==> src/rtl/gf180mcu_ef_io_bi_ctrl.sv <==
`default_nettype none
// ============================================================================
// Module   : gf180mcu_ef_io_bi_ctrl
// Brief    : Core-side controller for one bidirectional GF180 pad: break-
//            before-make config sequencer, output register, input sync/filter.
// Revision : 1.0
// ============================================================================
module gf180mcu_ef_io_bi_ctrl #(
  parameter int TURN_CYCLES   = 2,
  parameter int SETTLE_CYCLES = 3,
  parameter int DEB_CYCLES    = 0
) (
  input  logic       CLK,
  input  logic       RST,
  input  logic       CFG_VALID,
  output logic       CFG_READY,
  input  logic [7:0] CFG_DATA,
  output logic       CFG_DONE,
  output logic       CFG_ERR,
  output logic [1:0] CUR_MODE,
  input  logic       DOUT,
  output logic       DIN,
  output logic       DIN_EDGE,
  output logic       CS,
  output logic       SL,
  output logic       IE,
  output logic       OE,
  output logic       PU,
  output logic       PD,
  output logic       A,
  output logic       PDRV0,
  output logic       PDRV1,
  input  logic       Y
);

  localparam int c_SEQ_MAX = (TURN_CYCLES > SETTLE_CYCLES) ? TURN_CYCLES : SETTLE_CYCLES;
  localparam int c_SEQ_W   = (c_SEQ_MAX > 1) ? $clog2(c_SEQ_MAX) : 1;
  localparam int c_DEB_W   = (DEB_CYCLES > 0) ? $clog2(DEB_CYCLES + 1) : 1;

  localparam logic [c_SEQ_W-1:0] c_TURN_LOAD   = c_SEQ_W'(TURN_CYCLES - 1);
  localparam logic [c_SEQ_W-1:0] c_SETTLE_LOAD = c_SEQ_W'(SETTLE_CYCLES - 1);
  localparam logic [c_SEQ_W-1:0] c_SEQ_ONE     = c_SEQ_W'(1);
  localparam logic [c_DEB_W-1:0] c_DEB_MAX     = c_DEB_W'(DEB_CYCLES);
  localparam logic [c_DEB_W-1:0] c_DEB_ONE     = c_DEB_W'(1);

  typedef enum logic [1:0] {
    IDLE    = 2'd0,
    REJECT  = 2'd1,
    TURNOFF = 2'd2,
    SETTLE  = 2'd3
  } state_t;

  state_t               r_state;
  state_t               w_state_nxt;
  logic                 w_start;
  logic                 w_reject;
  logic                 w_load_static;
  logic                 w_apply_oe;
  logic [c_SEQ_W-1:0]   r_seq_cnt;
  logic [7:0]           r_cfg;

  logic                 r_cs;
  logic                 r_sl;
  logic                 r_ie;
  logic                 r_oe;
  logic                 r_pu;
  logic                 r_pd;
  logic [1:0]           r_pdrv;
  logic [1:0]           r_mode;
  logic                 r_a;
  logic                 r_done;
  logic                 r_err;

  logic                 r_s1;
  logic                 r_s2;
  logic                 r_din;
  logic                 r_din_edge;
  logic [c_DEB_W-1:0]   r_deb_cnt;

  // --------------------------------------------------------------------------
  // Sequencer state register
  // --------------------------------------------------------------------------
  always_ff @(posedge CLK or posedge RST) begin
    if (RST) begin
      r_state <= IDLE;
    end else begin
      r_state <= w_state_nxt;
    end
  end

  always_comb begin
    w_state_nxt   = r_state;
    w_start       = 1'b0;
    w_reject      = 1'b0;
    w_load_static = 1'b0;
    w_apply_oe    = 1'b0;
    case (r_state)
      IDLE: begin
        if (CFG_VALID) begin
          if (CFG_DATA[2] && CFG_DATA[3]) begin
            w_state_nxt = REJECT;
            w_reject    = 1'b1;
          end else begin
            w_state_nxt = TURNOFF;
            w_start     = 1'b1;
          end
        end
      end
      REJECT: begin
        w_state_nxt = IDLE;
      end
      TURNOFF: begin
        if (r_seq_cnt == '0) begin
          w_state_nxt   = SETTLE;
          w_load_static = 1'b1;
        end
      end
      SETTLE: begin
        if (r_seq_cnt == '0) begin
          w_state_nxt = IDLE;
          w_apply_oe  = 1'b1;
        end
      end
      default: begin
        w_state_nxt = IDLE;
      end
    endcase
  end

  // --------------------------------------------------------------------------
  // Pad control registers; OE drops on accept and only returns once the
  // static controls have had SETTLE_CYCLES to take effect.
  // --------------------------------------------------------------------------
  always_ff @(posedge CLK or posedge RST) begin
    if (RST) begin
      r_seq_cnt <= '0;
      r_cfg     <= '0;
      r_cs      <= 1'b0;
      r_sl      <= 1'b0;
      r_ie      <= 1'b0;
      r_oe      <= 1'b0;
      r_pu      <= 1'b0;
      r_pd      <= 1'b0;
      r_pdrv    <= 2'b00;
      r_mode    <= 2'b00;
      r_done    <= 1'b0;
      r_err     <= 1'b0;
    end else begin
      r_done <= w_apply_oe;
      r_err  <= w_reject;
      if (w_start) begin
        r_cfg     <= CFG_DATA;
        r_oe      <= 1'b0;
        r_seq_cnt <= c_TURN_LOAD;
      end else if (w_load_static) begin
        r_mode    <= r_cfg[1:0];
        r_ie      <= r_cfg[0];
        r_pu      <= r_cfg[2];
        r_pd      <= r_cfg[3];
        r_cs      <= r_cfg[4];
        r_sl      <= r_cfg[5];
        r_pdrv    <= r_cfg[7:6];
        r_seq_cnt <= c_SETTLE_LOAD;
      end else if (w_apply_oe) begin
        r_oe      <= r_cfg[1];
      end else if (r_state == TURNOFF || r_state == SETTLE) begin
        r_seq_cnt <= r_seq_cnt - c_SEQ_ONE;
      end
    end
  end

  always_ff @(posedge CLK or posedge RST) begin
    if (RST) begin
      r_a <= 1'b0;
    end else begin
      r_a <= DOUT;
    end
  end

  // --------------------------------------------------------------------------
  // Input path: gated 2-flop synchronizer followed by a persistence filter.
  // The counter saturates at DEB_CYCLES by construction, so it never wraps.
  // --------------------------------------------------------------------------
  always_ff @(posedge CLK or posedge RST) begin
    if (RST) begin
      r_s1       <= 1'b0;
      r_s2       <= 1'b0;
      r_din      <= 1'b0;
      r_din_edge <= 1'b0;
      r_deb_cnt  <= '0;
    end else begin
      r_s1       <= Y & r_ie;
      r_s2       <= r_s1;
      r_din_edge <= 1'b0;
      if (r_s2 != r_din) begin
        if (r_deb_cnt == c_DEB_MAX) begin
          r_din      <= r_s2;
          r_deb_cnt  <= '0;
          r_din_edge <= 1'b1;
        end else begin
          r_deb_cnt  <= r_deb_cnt + c_DEB_ONE;
        end
      end else begin
        r_deb_cnt <= '0;
      end
    end
  end

  assign CFG_READY = (r_state == IDLE);
  assign CFG_DONE  = r_done;
  assign CFG_ERR   = r_err;
  assign CUR_MODE  = r_mode;
  assign DIN       = r_din;
  assign DIN_EDGE  = r_din_edge;
  assign CS        = r_cs;
  assign SL        = r_sl;
  assign IE        = r_ie;
  assign OE        = r_oe;
  assign PU        = r_pu;
  assign PD        = r_pd;
  assign A         = r_a;
  assign PDRV0     = r_pdrv[0];
  assign PDRV1     = r_pdrv[1];

endmodule
`default_nettype wire
==> config.mk <==
export PLATFORM = sky130hd
export DESIGN_NAME = gf180mcu_ef_io_bi_ctrl
export DESIGN_NICKNAME = d
export VERILOG_FILES = /design/src/rtl/gf180mcu_ef_io_bi_ctrl.sv
export SDC_FILE = /design/constraint.sdc
export NUM_CORES = 1
export LEC_CHECK = 0
export CAP_MARGIN = 20
export CORE_UTILIZATION = 45
export DETAILED_ROUTE_END_ITERATION = 16
export PLACE_DENSITY = 0.75
export SLEW_MARGIN = 30
export SYNTH_ARGS = -nofsm -noshare
export SYNTH_HDL_FRONTEND = slang
export SYNTH_SLANG_ARGS = --single-unit
==> constraint.sdc <==
create_clock -name CLK -period 2.8 [get_ports CLK]
set_input_delay 0.56 -clock CLK [delete_from_list [all_inputs] [get_ports CLK]]
set_output_delay 0.56 -clock CLK [all_outputs]
set_load 0.01 [all_outputs]
==> metrics.txt <==
status complete, no violations; H-Tree Depth 1; Layout area overhead 32.0%; Crit path max-delay family buffers and inverters; post-CTS setup buffer count 0; Initial Utilization 48.2%; Commonest cells post-synth 28 x dfrtp_1, 13 x mux2_2, 6 x nor2_1; drt total wl 1710 um; WP data required 2.24 ns; initial antenna violation count 0; I/O Pins 29; number of synthesized flops with an enable pin 0; die height 51.2 um; TritonCTS Buffers 3; Worst Hold Class flop to flop; cells taking the most area after synthesis dfrtp_1 64%, mux2_2 13%, nor2_1 2.1%; CTS hold repair buffers 0; fin crit share 74.4%; FF+latch count, synth 28; post-synth top area cell dfrtp_1; Distinct cells, synth 27; PD cells 1050 mW/mm^2; total of max-cap violations 0; Util after Layout 63.7%; Worst Path Arrival 1.52 ns; Max VDD drop 640 uV; First-pass DRT Iterations 3; Inserted Diodes 0; crit path kind flop to primary output; remaining routing DRC violations 0; total power 1.51 mW; Max Slew Vio Count 0; CTS tree done; total number of vias 672; Yosys warnings 0; Root Driver clkbuf_4; post-synth top area share 64.4%; pin count of the biggest net entering global routing 23; area of the multi-input gates 344 sq um; Final Setup Violations 0; Worst Path Buf+Inv 1; crit path launch type flop; Fillers 187; sequential share of the synthesized area 64.4%; clock skew 0.00134 ns; Final min period 2.08 ns; GRT Total Usage 15.4%; unrepaired setup endpoints after global routing no; fmax 480 MHz; setup_tns 0 ns; # clock sinks 28; Netlist Area Pre-Place 0.00109 sq mm; cell count after synthesis 78; crit-path cells nor2_1, clkdlybuf4s50_1; detailed-placement wirelength estimate 1260 um; die area 0.00262 sq mm; PortBufs 28; slowest CP cell clkdlybuf4s50_1; Crit Path Max Fanout 8; 1st-iter DRT viols 1; Placer Congestion 0.704; Async SR Flop Fraction 100%; layout cells sized above 1 17.8%; Worst-path clk slew 0.14 ns; Final Hold Vio Count 0; Worst Setup End Kind primary output; Mapped Nets 92; leak pwr 0.633 nW; CORE AREA 0.00225 sq mm; total grt overflow 0; worst-case clock buffer depth 2; DRT antenna net count 0; Die X 51.2 um; first-pass GRT wire length 2940 um; count leader, synth dfrtp_1; cts repair resizes 0; FF/Latch Area 701 sq um; dominant synthesized flop cell dfrtp_1; Site Rows 17; vias in the first global route 680; DR WL/cell 12.6 um; clock latency on the worst-skew pair 0.31 ns; Syn Area/Cell 13.9 sq um; Max-Slew Margin vs Limit 47.0%; CP peak stage delay 0.56 ns; Vias/cell 4.98; Final #Nets 122; worst slew pin tran 0.794 ns
[logic make-up after synthesis]
logic type               count (synthesis)  share of synthesized area [%]
buffers and inverters                    8                           3.91
AO/OA/AOI/OAI                           10                           7.37
AND/OR/NAND/NOR                         15                           6.91
flip-flops                              28                           64.4
multiplexers                            15                           15.4
XOR/XNOR                                 1                          0.806
adder cells (fa/ha/maj)                  1                           1.15
[power breakdown]
part	internal, mW	switching, mW
Clock	0.145	0.111
Sequential	0.580	0.105
Combinational	0.348	0.217
[path summary, 6_finish.rpt]
path                                   to  depth (start not counted)  slack (ns)       start
worst min-delay path                 r_s2                          0        0.37        r_s1
max in group asynchronous         CFG_ERR                          3        1.52         RST
min in group asynchronous            r_s2                          2        0.68         RST
worst max register to register   r_cfg[7]                          3        1.06  r_state[0]
worst min register to register       r_s2                          0        0.37        r_s1
worst max-delay path            CFG_READY                          2        0.72  r_state[1]
[cells in the final DEF, fill, tap and decap left out, drive strengths merged]
master	Yosys	routed
clkbuf	1	3
a21boi	1	1
clkdlybuf4s50	0	28
buf	3	1
and2	1	1
a211oi	1	1
mux2	14	14
ha	1	1
nand3	2	2
o21a	1	1
o22a	2	2
or3b	1	1
a21oi	2	2
bufinv	0	1
and3	1	1
nand3b	1	1
nand2	2	2
o21ai	2	2
dfrtp	28	28
inv	4	4
nand2b	1	1
nor2	6	6
xor2	1	1
mux2i	1	1
o311ai	1	1
[flip-flops by register name (all words and copies together) (netlist names), 2 cells and up]
name and flops:
CUR_MODE 2, r_cfg 8, r_pdrv 2, r_seq_cnt 2, r_state 2
[layout make-up]
class	count	area share, %
Clock buffer	3	1.57
Multi-Input combinational cell	42	24.0
Tap cell	28	2.44
Clock inverter	1	2.09
Inverter	4	1.05
Timing Repair Buffer	29	20.1
Sequential cell	28	48.8
[worst reg2reg max path, delay by kind of cell, from the launching register on]
family             cells  cell delay (ns)
DFF                    1             0.46
AOI/OAI and AO/OA      1             0.29
muxes                  1             0.37
and+or+nand+nor        1             0.52
[metal layers]
metal	wire [um]	track usage [%]
met1	741	20.4
met2	865	24.3
met3	86	2.98
met4	10	6.94
met5	0	0
[through the flow]
stage,instance area [sq um],hold slack (ns),cells,setup slack (ns)
after global placement,1380,0.333,131,0.506
final,1440,0.368,135,0.718
after global routing,1440,0.388,135,0.613
after floorplan,1090,0.331,78,1.09
after detailed placement,1380,0.341,131,0.449
after CTS,1440,0.375,135,0.693
(Power assumes the default switching activity.)
